[src/rtl/keypad_pkg.sv]
// Shared types and constants for the 4x4 matrix keypad scanner: FSM state codes,
// per-scan result encoding, key-code constants and the row/column to key-code lookup.
package keypad_pkg;

  localparam logic [1:0] ST_IDLE     = 2'd0;
  localparam logic [1:0] ST_DEBOUNCE = 2'd1;
  localparam logic [1:0] ST_HELD     = 2'd2;
  localparam logic [1:0] ST_RELEASE  = 2'd3;

  typedef enum logic [1:0] {
    SCAN_NONE   = 2'd0,
    SCAN_SINGLE = 2'd1,
    SCAN_MULTI  = 2'd2
  } scan_res_e;

  typedef struct packed {
    scan_res_e  res;
    logic [3:0] code;
  } scan_result_t;

  localparam logic [3:0] KEY_PLUS  = 4'd10;
  localparam logic [3:0] KEY_MINUS = 4'd11;
  localparam logic [3:0] KEY_C     = 4'd12;
  localparam logic [3:0] KEY_D     = 4'd13;
  localparam logic [3:0] KEY_STAR  = 4'd14;
  localparam logic [3:0] KEY_HASH  = 4'd15;

  // Board layout: row0 "1 2 3 A", row1 "4 5 6 B", row2 "7 8 9 C", row3 "* 0 # D".
  function automatic logic [3:0] key_lookup(input logic [1:0] row_idx, input logic [1:0] col_idx);
    logic [3:0] code;
    case ({row_idx, col_idx})
      4'h0: code = 4'd1;
      4'h1: code = 4'd2;
      4'h2: code = 4'd3;
      4'h3: code = KEY_PLUS;
      4'h4: code = 4'd4;
      4'h5: code = 4'd5;
      4'h6: code = 4'd6;
      4'h7: code = KEY_MINUS;
      4'h8: code = 4'd7;
      4'h9: code = 4'd8;
      4'hA: code = 4'd9;
      4'hB: code = KEY_C;
      4'hC: code = KEY_STAR;
      4'hD: code = 4'd0;
      4'hE: code = KEY_HASH;
      4'hF: code = KEY_D;
    endcase
    return code;
  endfunction

endpackage

[src/rtl/keypad_col_scan.sv]
// Column driver and row sampler: drives one column low per SCAN_DIV-cycle window,
// synchronizes the rows, and reports a NONE/SINGLE/MULTI result with a strobe after column 3.
module keypad_col_scan
  import keypad_pkg::*;
#(
  parameter int SCAN_DIV = 50000
) (
  input  logic         clock,
  input  logic         reset,
  input  logic [3:0]   row,
  output logic [3:0]   col,
  output logic         scan_done,
  output scan_result_t scan_result
);

  localparam int DIV_W = $clog2(SCAN_DIV);
  localparam logic [DIV_W-1:0] DIV_LAST = DIV_W'(SCAN_DIV - 1);

  logic [3:0]       row_meta_q, row_meta_d;
  logic [3:0]       row_sync_q, row_sync_d;
  logic [DIV_W-1:0] div_q, div_d;
  logic [1:0]       col_idx_q, col_idx_d;
  logic [1:0]       hits_q, hits_d;   // low rows seen this scan, saturating at 2
  logic [3:0]       code_q, code_d;
  logic             done_q, done_d;
  scan_result_t     result_q, result_d;

  logic [3:0] row_low;
  logic [2:0] n_low;
  logic [1:0] low_row_idx;
  logic [2:0] total;
  logic [3:0] code_new;

  // NOTE: every always_comb output gets a default first so no latch can be inferred.
  always_comb begin
    row_meta_d = row;
    row_sync_d = row_meta_q;
    div_d      = div_q + DIV_W'(1);
    col_idx_d  = col_idx_q;
    hits_d     = hits_q;
    code_d     = code_q;
    done_d     = 1'b0;
    result_d   = result_q;

    row_low     = ~row_sync_q;
    n_low       = 3'($countones(row_low));
    low_row_idx = 2'd0;
    for (int i = 0; i < 4; i++) begin
      if (row_low[i]) low_row_idx = 2'(i);
    end
    total    = {1'b0, hits_q} + n_low;
    code_new = (n_low == 3'd1) ? key_lookup(low_row_idx, col_idx_q) : code_q;

    if (div_q == DIV_LAST) begin
      div_d     = '0;
      col_idx_d = col_idx_q + 2'd1;
      if (col_idx_q == 2'd3) begin
        done_d        = 1'b1;
        result_d.code = code_new;
        if (total == 3'd0)      result_d.res = SCAN_NONE;
        else if (total == 3'd1) result_d.res = SCAN_SINGLE;
        else                    result_d.res = SCAN_MULTI;
        hits_d = '0;
        code_d = '0;
      end else begin
        hits_d = (total > 3'd2) ? 2'd2 : total[1:0];
        code_d = code_new;
      end
    end
  end

  // NOTE: sequential state is updated with non-blocking assignments only.
  always_ff @(posedge clock or posedge reset) begin
    if (reset) begin
      row_meta_q <= 4'hF;
      row_sync_q <= 4'hF;
      div_q      <= '0;
      col_idx_q  <= '0;
      hits_q     <= '0;
      code_q     <= '0;
      done_q     <= 1'b0;
      result_q   <= '{res: SCAN_NONE, code: 4'd0};
    end else begin
      row_meta_q <= row_meta_d;
      row_sync_q <= row_sync_d;
      div_q      <= div_d;
      col_idx_q  <= col_idx_d;
      hits_q     <= hits_d;
      code_q     <= code_d;
      done_q     <= done_d;
      result_q   <= result_d;
    end
  end

  assign col         = ~(4'b0001 << col_idx_q);
  assign scan_done   = done_q;
  assign scan_result = result_q;

endmodule

[src/rtl/keypad_scanner.sv]
// 4x4 keypad scanner with scan-level debounce and a valid/ready key-event output.
// Optional auto-repeat while a key is held is enabled by defining KEYPAD_AUTOREPEAT_EN.
module keypad_scanner
  import keypad_pkg::*;
#(
  parameter int SCAN_DIV       = 50000,
  parameter int DEBOUNCE_SCANS = 8,
  parameter int REPEAT_DELAY   = 250,
  parameter int REPEAT_RATE    = 50
) (
  input  logic       clock,
  input  logic       reset,
  input  logic [3:0] row,
  output logic [3:0] col,
  output logic [3:0] key_code,
  output logic       key_valid,
  input  logic       key_ready,
  output logic       key_down,
  output logic       key_overrun
);

  if (SCAN_DIV < 4 || DEBOUNCE_SCANS < 1 || DEBOUNCE_SCANS > 255 ||
      REPEAT_DELAY < 1 || REPEAT_RATE < 1) begin : g_bad_params
    $error("keypad_scanner: parameter out of range");
  end

  localparam logic [7:0] DEB_LAST = 8'(DEBOUNCE_SCANS);

  logic         scan_done;
  scan_result_t scan_result;

  keypad_col_scan #(.SCAN_DIV(SCAN_DIV)) u_col_scan (
    .clock       (clock),
    .reset       (reset),
    .row         (row),
    .col         (col),
    .scan_done   (scan_done),
    .scan_result (scan_result)
  );

  logic [1:0] state_q, state_d;
  logic [3:0] cand_q, cand_d;
  logic [7:0] cnt_q, cnt_d;
  logic [3:0] key_code_q, key_code_d;
  logic       key_valid_q, key_valid_d;
  logic       key_down_q, key_down_d;
  logic       overrun_q, overrun_d;

  logic       emit;
  logic       is_none;
  logic       is_cand;
  logic [7:0] cnt_inc;

`ifdef KEYPAD_AUTOREPEAT_EN
  localparam int RPT_MAX = (REPEAT_DELAY > REPEAT_RATE) ? REPEAT_DELAY : REPEAT_RATE;
  localparam int RPT_W   = $clog2(RPT_MAX + 1);

  logic [RPT_W-1:0] rpt_q, rpt_d;
  logic             rpt_first_q, rpt_first_d;   // still waiting for the first repeat
  logic [RPT_W-1:0] rpt_inc;
  logic [RPT_W-1:0] rpt_target;
`endif

  always_comb begin
    state_d     = state_q;
    cand_d      = cand_q;
    cnt_d       = cnt_q;
    key_code_d  = key_code_q;
    key_down_d  = key_down_q;
    overrun_d   = 1'b0;
    emit        = 1'b0;
    is_none     = (scan_result.res == SCAN_NONE);
    is_cand     = (scan_result.res == SCAN_SINGLE) && (scan_result.code == cand_q);
    cnt_inc     = cnt_q + 8'd1;
`ifdef KEYPAD_AUTOREPEAT_EN
    rpt_d       = rpt_q;
    rpt_first_d = rpt_first_q;
    rpt_inc     = rpt_q + RPT_W'(1);
    rpt_target  = rpt_first_q ? RPT_W'(REPEAT_DELAY) : RPT_W'(REPEAT_RATE);
`endif

    if (scan_done) begin
      case (state_q)
        ST_IDLE: begin
          if (scan_result.res == SCAN_SINGLE) begin
            cand_d = scan_result.code;
            if (DEBOUNCE_SCANS == 1) begin
              emit       = 1'b1;
              key_down_d = 1'b1;
              state_d    = ST_HELD;
              cnt_d      = '0;
            end else begin
              state_d = ST_DEBOUNCE;
              cnt_d   = 8'd1;
            end
          end
        end
        ST_DEBOUNCE: begin
          if (!is_cand) begin
            state_d = ST_IDLE;
            cnt_d   = '0;
          end else if (cnt_inc == DEB_LAST) begin
            emit       = 1'b1;
            key_down_d = 1'b1;
            state_d    = ST_HELD;
            cnt_d      = '0;
          end else begin
            cnt_d = cnt_inc;
          end
        end
        ST_HELD: begin
          if (is_none) begin
            if (DEBOUNCE_SCANS == 1) begin
              state_d    = ST_IDLE;
              key_down_d = 1'b0;
              cnt_d      = '0;
            end else begin
              state_d = ST_RELEASE;
              cnt_d   = 8'd1;
            end
          end
`ifdef KEYPAD_AUTOREPEAT_EN
          else if (is_cand) begin
            if (rpt_inc == rpt_target) begin
              emit        = 1'b1;
              rpt_d       = '0;
              rpt_first_d = 1'b0;
            end else begin
              rpt_d = rpt_inc;
            end
          end
`endif
        end
        ST_RELEASE: begin
          if (!is_none) begin
            state_d = ST_HELD;
            cnt_d   = '0;
          end else if (cnt_inc == DEB_LAST) begin
            state_d    = ST_IDLE;
            key_down_d = 1'b0;
            cnt_d      = '0;
          end else begin
            cnt_d = cnt_inc;
          end
        end
        default: begin
          state_d = ST_IDLE;
          cnt_d   = '0;
        end
      endcase
    end

`ifdef KEYPAD_AUTOREPEAT_EN
    if (state_d != ST_HELD) begin
      rpt_d       = '0;
      rpt_first_d = 1'b1;
    end
`endif

    // A pending event is retired by a transfer; a new one may load on that same edge.
    key_valid_d = key_valid_q & ~key_ready;
    if (emit) begin
      if (!key_valid_q || key_ready) begin
        key_code_d  = cand_d;
        key_valid_d = 1'b1;
      end else begin
        overrun_d = 1'b1;
      end
    end
  end

  always_ff @(posedge clock or posedge reset) begin
    if (reset) begin
      state_q     <= ST_IDLE;
      cand_q      <= '0;
      cnt_q       <= '0;
      key_code_q  <= '0;
      key_valid_q <= 1'b0;
      key_down_q  <= 1'b0;
      overrun_q   <= 1'b0;
    end else begin
      state_q     <= state_d;
      cand_q      <= cand_d;
      cnt_q       <= cnt_d;
      key_code_q  <= key_code_d;
      key_valid_q <= key_valid_d;
      key_down_q  <= key_down_d;
      overrun_q   <= overrun_d;
    end
  end

`ifdef KEYPAD_AUTOREPEAT_EN
  always_ff @(posedge clock or posedge reset) begin
    if (reset) begin
      rpt_q       <= '0;
      rpt_first_q <= 1'b1;
    end else begin
      rpt_q       <= rpt_d;
      rpt_first_q <= rpt_first_d;
    end
  end
`endif

  assign key_code    = key_code_q;
  assign key_valid   = key_valid_q;
  assign key_down    = key_down_q;
  assign key_overrun = overrun_q;

endmodule

[config.mk]
export PLATFORM = sky130hd
export DESIGN_NAME = keypad_scanner
export DESIGN_NICKNAME = d
export VERILOG_FILES = /design/src/rtl/keypad_pkg.sv /design/src/rtl/keypad_col_scan.sv /design/src/rtl/keypad_scanner.sv
export SDC_FILE = /design/constraint.sdc
export NUM_CORES = 1
export LEC_CHECK = 0
export ABC_CLOCK_PERIOD_IN_PS = 3270
export CORE_UTILIZATION = 35
export CTS_CLUSTER_DIAMETER = 100
export CTS_CLUSTER_SIZE = 20
export DETAILED_ROUTE_END_ITERATION = 8
export GPL_TIMING_DRIVEN = 0
export PLACE_DENSITY_LB_ADDON = 0.3
export SYNTH_ARGS = -nofsm -noshare
export SYNTH_HDL_FRONTEND = slang
export SYNTH_HIERARCHICAL = 1
export SYNTH_SLANG_ARGS = --single-unit
export TNS_END_PERCENT = 100
[constraint.sdc]
create_clock -name clock -period 3.27 [get_ports clock]
set_clock_uncertainty 0.05 [all_clocks]
set_input_delay 0.4905 -clock clock [delete_from_list [all_inputs] [get_ports clock]]
set_output_delay 0.4905 -clock clock [all_outputs]
set_load 0.01 [all_outputs]
==> impl_metrics.xml, run 1 <==
<?xml version="1.0" encoding="UTF-8"?>
<metrics>
  <group name="pwr">
    <metric name="power.ir.vdd_worst" unit="V">0.000182</metric>
    <metric name="power.density" unit="nW/um^2">419</metric>
    <metric name="comb_power_share" unit="">0.046</metric>
    <metric name="power.share.clock" unit="">0.455</metric>
    <metric name="power_switching" unit="uW">320</metric>
    <metric name="power.share.switching" unit="">0.211</metric>
    <metric name="power.sequential.fraction" unit="">0.499</metric>
    <metric name="cellInternalPower" unit="uW">1190</metric>
    <metric name="p_leak" unit="uW">0.00161</metric>
  </group>
  <group name="worst_setup_path">
    <metric name="critical_path.top_delay_family" unit="">adder cells</metric>
    <metric name="timing.rr.end" unit="">u_col_scan/hits_q[0]</metric>
    <metric name="r2r.worst_path.cells" unit="">9</metric>
    <metric name="cp-start-kind" unit="">register</metric>
    <metric name="timing.rr.start" unit="">u_col_scan/row_sync_q[3]</metric>
    <metric name="worst_path_largest_cell_delay" unit="ps">610</metric>
    <metric name="critPathArrivalTime" unit="ps">3100</metric>
    <metric name="critPathRequiredTime" unit="ps">3460</metric>
    <metric name="timing.critical_path.to_type" unit="">register</metric>
    <metric name="critical_path.max_fanout" unit="">9</metric>
    <metric name="worst_setup_path_startpoint" unit="">u_col_scan/row_sync_q[3]</metric>
    <metric name="critPathBufInv" unit="">1</metric>
    <metric name="slowest_stage" unit="">sky130_fd_sc_hd__dfstp_2</metric>
    <metric name="timing.critical_path.cells" unit="">inv_1 &gt; fa_1 &gt; ha_1 &gt; ha_1 &gt; fa_1 &gt; xor2_1 &gt; nor2_1 &gt; nand2_1 &gt; o31ai_2</metric>
    <metric name="timing.reg2reg.setup_slack" unit="ps">370</metric>
    <metric name="critPathKind" unit="">register to register</metric>
  </group>
  <group name="logic_synthesis">
    <metric name="total_of_warnings_raised_by_yosys" unit="">6</metric>
    <metric name="yosys.area.top_type_share" unit="">0.419</metric>
    <metric name="syn-cell-area" unit="sq um">3100</metric>
    <metric name="synth.avg_cell_area" unit="sq um">11.0</metric>
    <metric name="synth.distinct_cells" unit="">63</metric>
    <metric name="synthCells" unit="">281</metric>
    <metric name="synth_flop_cell" unit="">sky130_fd_sc_hd__dfrtp_1</metric>
    <metric name="postSynthRegisterBits" unit="">60</metric>
    <metric name="synth.most_common_cell" unit="">sky130_fd_sc_hd__dfrtp_1</metric>
    <metric name="synth-edff-count" unit="">0</metric>
    <metric name="post_synth_main_area_contributors" unit="">sky130_fd_sc_hd__dfrtp_1 42%, sky130_fd_sc_hd__dfstp_2 6.8%, sky130_fd_sc_hd__ha_1 4.4%</metric>
    <metric name="ys_async_sr_fraction" unit="">1.00</metric>
    <metric name="ys_seq_area_frac" unit="">0.487</metric>
    <metric name="postSynthNetCount" unit="">301</metric>
    <metric name="netlist_top_cells_count" unit="">52 x sky130_fd_sc_hd__dfrtp_1, 22 x sky130_fd_sc_hd__nand2_1, 19 x sky130_fd_sc_hd__nor2_1</metric>
    <metric name="yosys.area.top_type" unit="">sky130_fd_sc_hd__dfrtp_1</metric>
  </group>
  <group name="grt">
    <metric name="grt_pass1_vias" unit="">2120</metric>
    <metric name="globalRouteTotalUtil" unit="">0.143</metric>
    <metric name="grt_antenna_before_repair" unit="">0</metric>
    <metric name="grt_pass1_wl" unit="um">9970</metric>
    <metric name="maximum_number_of_pins_on_one_net_before_global_route_repair" unit="">40</metric>
    <metric name="grt_util_met1" unit="">0.190</metric>
    <metric name="grt_overflow_total" unit="">0</metric>
    <metric name="globalRoute.busiestLayer" unit="">met2</metric>
    <metric name="met3_usage" unit="">0.0379</metric>
    <metric name="groute.layer.met2.usage" unit="">0.222</metric>
  </group>
  <group name="cts">
    <metric name="clk_transition_reported_paths" unit="ps">70</metric>
    <metric name="clockRootBuffer" unit="">sky130_fd_sc_hd__clkbuf_8</metric>
    <metric name="cts-hold-fix-buffers" unit="">0</metric>
    <metric name="cts.htree.levels" unit="">3</metric>
    <metric name="cts_inserted_buffers" unit="">9</metric>
    <metric name="cts_num_sinks" unit="">60</metric>
    <metric name="cts_tree" unit="">built</metric>
    <metric name="post-cts-setup-buffers" unit="">0</metric>
    <metric name="clk-insertion-delay-late" unit="ps">330</metric>
    <metric name="clockBufferDepth" unit="">2</metric>
  </group>
  <group name="detailed_routing">
    <metric name="route.final.wire_length" unit="um">5610</metric>
    <metric name="post_drt_wl_per_cell" unit="um">13.4</metric>
    <metric name="num_vias" unit="">2137</metric>
    <metric name="detail-route-antenna-nets" unit="">0</metric>
    <metric name="detail_route.first_pass.iterations" unit="">4</metric>
    <metric name="remaining_drc_errors" unit="">0</metric>
    <metric name="drt-initial-drc-count" unit="">108</metric>
    <metric name="avgViaCountPerCell" unit="">5.11</metric>
  </group>
  <group name="floorplan">
    <metric name="floorplan.io_pins" unit="">18</metric>
    <metric name="core.rowCount" unit="">33</metric>
    <metric name="core_area" unit="sq um">8380</metric>
    <metric name="floorplan.initialDensity" unit="">0.370</metric>
    <metric name="die_area" unit="sq um">9250</metric>
    <metric name="chipHeight" unit="um">96.2</metric>
    <metric name="die_wd" unit="um">96.2</metric>
  </group>
  <group name="cells_and_area">
    <metric name="area_growth" unit="%">16.4</metric>
    <metric name="n_antenna_cell" unit="">0</metric>
    <metric name="net_count_final" unit="">328</metric>
    <metric name="final_layout_size_suffix_gt1_frac" unit="">0.198</metric>
    <metric name="final_cells" unit="">418</metric>
    <metric name="core_utilization_of_the_finished_layout" unit="">0.431</metric>
  </group>
  <group name="min_path">
    <metric name="hp-class" unit="">register to register</metric>
    <metric name="hold_path.startpoint" unit="">u_col_scan/row_meta_q[3]</metric>
    <metric name="whs_endpoint" unit="">u_col_scan/row_sync_q[3]</metric>
    <metric name="min_path_cells" unit="">0</metric>
  </group>
  <group name="sta">
    <metric name="period_share" unit="">0.888</metric>
    <metric name="rsz_0062_raised_after_global_routing" unit="">false</metric>
    <metric name="period_minus_slack" unit="ps">2900</metric>
    <metric name="tightestPinTransition" unit="ps">832</metric>
    <metric name="slew_headroom" unit="">0.445</metric>
    <metric name="fmax" unit="MHz">344</metric>
    <metric name="hold_violations" unit="">0</metric>
    <metric name="setup_viol_count_final" unit="">0</metric>
    <metric name="final.hold.worst_slack" unit="ps">296</metric>
    <metric name="final_max_slew_viol_count" unit="">0</metric>
  </group>
  <group name="place">
    <metric name="post-dp-hpwl" unit="um">3900</metric>
    <metric name="place_inst" unit="">403</metric>
    <metric name="port_buffers" unit="">17</metric>
    <metric name="place_congestion" unit="">0.795</metric>
  </group>
  <group name="run_status">
    <metric name="outcome" unit="">completed</metric>
  </group>
  <group name="run">
    <metric name="timing.max_cap.violations" unit="">0</metric>
  </group>
</metrics>
## how the worst max path moves through the flow
| stage | cells after the start | slack (ps) | end |
|---|---|---|---|
| after CTS | 10 | 110 | u_col_scan/hits_q[0] |
| final | 9 | 370 | u_col_scan/hits_q[0] |
| after global routing | 9 | 170 | u_col_scan/hits_q[0] |
| after detailed placement | 9 | -60 | u_col_scan/scan_result[2] |
| after global placement | 9 | -80 | u_col_scan/scan_result[2] |
| after floorplan | 8 | 290 | u_col_scan/scan_result[0] |
## worst register-to-register path: cells and delay by family (launching register included)
family,cells,cell delay [ps]
AO/OA/AOI/OAI,1,180
buffers and inverters,1,90
adder cells (fa/ha/maj),4,1380
AND/OR/NAND/NOR,2,340
XOR/XNOR,1,170
flip-flops,1,610
## final cells by class
cell class | count | area (sq um)
fillers | 805 | 4770
plain buffers | 5 | 42.5
inverters | 16 | 60.1
well taps | 105 | 131
clock buffers | 15 | 176
multi-input cells | 199 | 1490
flip-flops and latches | 60 | 1510
clock inverters | 1 | 30.0
repair buffers | 17 | 170
## repair_timing
action | in CTS | in global routing
setup endpoints to repair | 3 | 5
gates resized for setup | 1 | 0
endpoints found under the hold margin | 0 | 0
## power by group through the flow
stage | Clock [uW] | Combinational, uW | Sequential (uW)
4_1_cts | 715 | 73.8 | 754
3_5_place_dp | 0 | 71.7 | 768
6_report | 689 | 69.1 | 756
2_1_floorplan | 0 | 49.0 | 767
3_3_place_gp | 0 | 71.2 | 768
5_1_grt | 747 | 81.7 | 756
## flip-flops by register name, indices dropped and copies added (netlist names)
name,count
key_down,1
u_col_scan/div_q,16
u_col_scan/code_q,4
u_col_scan/scan_result,6
u_col_scan/scan_done,1
key_valid,1
u_col_scan/col_idx_q,2
u_col_scan/row_sync_q,4
cnt_q,8
key_code,4
u_col_scan/hits_q,2
cand_q,4
u_col_scan/row_meta_q,4
key_overrun,1
state_q,2
## logic make-up (layout without fill, tap and decap cells)
kind of cell             after synthesis  after routing  synth area share
buffers and inverters                 22             54            0.0343
XOR/XNOR                              19             19            0.0536
multiplexers                          13             13            0.0468
adder cells (fa/ha/maj)               13             13            0.0572
AO/OA/AOI/OAI                         50             50             0.116
flip-flops                            60             60             0.487
AND/OR/NAND/NOR                      104            104             0.206
## layer usage
| layer | up-vias | part of all wire |
|---|---|---|
| li1 | 1057 | - |
| met3 | 6 | 0.026 |
| met2 | 16 | 0.47 |
| met4 | 0 | 0.012 |
| met1 | 1058 | 0.49 |
| met5 | - | 0 |
## metrics by stage
step	power [uW]	worst slack, ps	TNS, ps	area [sq um]
2_1_floorplan	816	290	0	3100
3_3_place_gp	839	-79.6	-164	3410
3_5_place_dp	840	-62.2	-133	3410
4_1_cts	1540	107	0	3620
5_1_grt	1590	173	0	3610
6_report	1510	367	0	3610
## placed cells by master, fill, tap and decap left out, types with 11 or more instances in the layout
cell and count:
sky130_fd_sc_hd__dfrtp_1 52, sky130_fd_sc_hd__nand2_1 22, sky130_fd_sc_hd__nor2_1 19, sky130_fd_sc_hd__clkdlybuf4s50_1 17, sky130_fd_sc_hd__o21ai_0 15, sky130_fd_sc_hd__inv_1 15
sky130_fd_sc_hd__mux2_2 12, sky130_fd_sc_hd__nand3_1 12, sky130_fd_sc_hd__clkbuf_8 12, sky130_fd_sc_hd__xor2_1 11, sky130_fd_sc_hd__ha_1 11
Note: power is estimated with default switching activity, not from simulation.
==> run 2, diff against run 1 <==
Settings changed: CORE_UTILIZATION 35 to 38, PLACE_DENSITY_LB_ADDON 0.3 to not set.
==> impl_metrics.xml, run 2 (synthesized netlist as in run 1, its figures left out) <==
<?xml version="1.0" encoding="UTF-8"?>
<metrics>
  <group name="worst_setup_path">
    <metric name="critPathRequiredTime" unit="ps">3460</metric>
    <metric name="timing.rr.start" unit="">u_col_scan/row_sync_q[3]</metric>
    <metric name="timing.critical_path.to_type" unit="">register</metric>
    <metric name="critPathArrivalTime" unit="ps">3050</metric>
    <metric name="worst_setup_path_startpoint" unit="">u_col_scan/row_sync_q[3]</metric>
    <metric name="critPathKind" unit="">register to register</metric>
    <metric name="cp-start-kind" unit="">register</metric>
    <metric name="critical_path.max_fanout" unit="">9</metric>
  </group>
  <group name="floorplan">
    <metric name="chipHeight" unit="um">92.4</metric>
    <metric name="floorplan.io_pins" unit="">18</metric>
    <metric name="core.rowCount" unit="">32</metric>
    <metric name="core_area" unit="sq um">7810</metric>
    <metric name="die_area" unit="sq um">8530</metric>
    <metric name="die_wd" unit="um">92.4</metric>
    <metric name="floorplan.initialDensity" unit="">0.398</metric>
  </group>
  <group name="cts">
    <metric name="cts_inserted_buffers" unit="">9</metric>
    <metric name="clk_transition_reported_paths" unit="ps">70</metric>
    <metric name="cts.htree.levels" unit="">3</metric>
    <metric name="cts-hold-fix-buffers" unit="">0</metric>
    <metric name="cts_num_sinks" unit="">60</metric>
    <metric name="cts_tree" unit="">built</metric>
    <metric name="clockBufferDepth" unit="">2</metric>
    <metric name="clk-insertion-delay-late" unit="ps">330</metric>
    <metric name="post-cts-setup-buffers" unit="">0</metric>
    <metric name="clockRootBuffer" unit="">sky130_fd_sc_hd__clkbuf_8</metric>
  </group>
  <group name="pwr">
    <metric name="power.density" unit="nW/um^2">394</metric>
    <metric name="power.ir.vdd_worst" unit="V">0.000275</metric>
    <metric name="p_leak" unit="uW">0.00160</metric>
  </group>
  <group name="grt">
    <metric name="maximum_number_of_pins_on_one_net_before_global_route_repair" unit="">40</metric>
    <metric name="grt_antenna_before_repair" unit="">0</metric>
    <metric name="grt_pass1_wl" unit="um">10300</metric>
    <metric name="grt_overflow_total" unit="">0</metric>
    <metric name="grt_pass1_vias" unit="">2143</metric>
    <metric name="globalRouteTotalUtil" unit="">0.153</metric>
  </group>
  <group name="min_path">
    <metric name="hp-class" unit="">register to register</metric>
    <metric name="hold_path.startpoint" unit="">u_col_scan/row_meta_q[1]</metric>
  </group>
  <group name="cells_and_area">
    <metric name="layout_common_cells" unit="">52 x sky130_fd_sc_hd__dfrtp_1, 22 x sky130_fd_sc_hd__nand2_1, 19 x sky130_fd_sc_hd__nor2_1, 17 x sky130_fd_sc_hd__clkdlybuf4s50_1</metric>
    <metric name="final_area" unit="sq um">3570</metric>
    <metric name="largest_register" unit="">u_col_scan/div_q</metric>
    <metric name="area_growth" unit="%">15.1</metric>
    <metric name="net_count_final" unit="">328</metric>
    <metric name="final_layout_size_suffix_gt1_frac" unit="">0.199</metric>
    <metric name="mostFrequentLayoutCell" unit="">sky130_fd_sc_hd__dfrtp_1</metric>
    <metric name="fill_count" unit="">745</metric>
    <metric name="flip_flop_count_of_the_largest_register_all_copies_and_words_added" unit="">16</metric>
    <metric name="n_antenna_cell" unit="">0</metric>
  </group>
  <group name="sta">
    <metric name="period_minus_slack" unit="ps">2860</metric>
    <metric name="slew_headroom" unit="">0.439</metric>
    <metric name="rsz_0062_raised_after_global_routing" unit="">false</metric>
    <metric name="setup_viol_count_final" unit="">0</metric>
    <metric name="final_max_slew_viol_count" unit="">0</metric>
    <metric name="hold_violations" unit="">0</metric>
    <metric name="setup_tns" unit="ps">0</metric>
    <metric name="period_share" unit="">0.876</metric>
    <metric name="tightestPinTransition" unit="ps">841</metric>
    <metric name="fmax" unit="MHz">349</metric>
  </group>
  <group name="place">
    <metric name="port_buffers" unit="">17</metric>
    <metric name="post-dp-hpwl" unit="um">3860</metric>
    <metric name="placement.cell_area" unit="sq um">3400</metric>
    <metric name="place_congestion" unit="">0.773</metric>
  </group>
  <group name="run">
    <metric name="timing.max_cap.violations" unit="">0</metric>
  </group>
  <group name="detailed_routing">
    <metric name="drt-initial-drc-count" unit="">70</metric>
    <metric name="detail_route.first_pass.iterations" unit="">4</metric>
    <metric name="post_drt_wl_per_cell" unit="um">13.4</metric>
    <metric name="remaining_drc_errors" unit="">0</metric>
    <metric name="detail-route-antenna-nets" unit="">0</metric>
    <metric name="route.final.wire_length" unit="um">5550</metric>
    <metric name="avgViaCountPerCell" unit="">5.19</metric>
    <metric name="num_vias" unit="">2147</metric>
  </group>
  <group name="run_status">
    <metric name="outcome" unit="">completed</metric>
  </group>
</metrics>
run 2: changes by cell type in the layout (fill, tap and decap cells not counted):
| cell | delta |
|---|---|
| sky130_fd_sc_hd__clkinv_2 | +2 |
| sky130_fd_sc_hd__bufinv_16 | -1 |
| sky130_fd_sc_hd__clkbuf_8 | -1 |
| sky130_fd_sc_hd__clkbuf_1 | -1 |
run 2: per-layer routing:
metal	global-route usage	part of all wire
met2	0.248	0.48
met3	0.0394	0.026
met4	0.0547	0.015
met1	0.198	0.48
met5	0	0
run 2: critical path, stage by stage, from the launching register on:
cell and delay [ps]:
sky130_fd_sc_hd__dfstp_2 600, sky130_fd_sc_hd__inv_1 90, sky130_fd_sc_hd__fa_1 440, sky130_fd_sc_hd__ha_1 190
sky130_fd_sc_hd__ha_1 330, sky130_fd_sc_hd__fa_1 420, sky130_fd_sc_hd__xor2_1 160, sky130_fd_sc_hd__nor2_1 200
sky130_fd_sc_hd__nand2_1 130, sky130_fd_sc_hd__o31ai_2 170
run 2: where the power goes:
| part | switching (uW) | total (uW) | internal [uW] |
|---|---|---|---|
| clock network | 270 | 581 | 310 |
| registers | 4.39 | 756 | 752 |
| logic | 43.0 | 69.9 | 26.9 |
| total | 318 | 1410 | 1090 |
run 2: final cells by class:
type	count	area [sq um]	area share
Buffer	5	42.5	0.0119
Clock buffer	13	159	0.0445
Multi-Input combinational cell	199	1490	0.418
Inverter	16	60.1	0.0168
Clock inverter	2	10.0	0.00280
Timing Repair Buffer	17	170	0.0476
Tap cell	102	128	0.0357
Sequential cell	60	1510	0.423
run 2: metrics by stage:
stage	hold slack, ps	setup slack (ps)	total power [uW]	utilization	std cells
floorplan	295	290	816	-	281
global placement	296	-30.7	838	0.436	400
detailed placement	297	-18.2	839	0.436	400
CTS	298	168	1430	0.458	415
global route	307	228	1480	0.458	414
finish	297	406	1410	0.458	414
run 2: what timing repair did:
action                                 4_1_cts  5_1_grt
gates resized for setup                      1        0
endpoints found under the hold margin        0        0
setup endpoints to repair                    3        1
run 2: path summary, 6_finish.rpt:
kind                       cells after the start  slack, ps                  endpoint
setup / recovery                               9        410      u_col_scan/hits_q[0]
hold / removal                                 0        300  u_col_scan/row_sync_q[1]
setup reg to reg                               9        410      u_col_scan/hits_q[0]
hold reg to reg                                0        300  u_col_scan/row_sync_q[1]
max in group asynchronous                      2       2010                state_q[1]
min in group asynchronous                      2        620      u_col_scan/div_q[10]
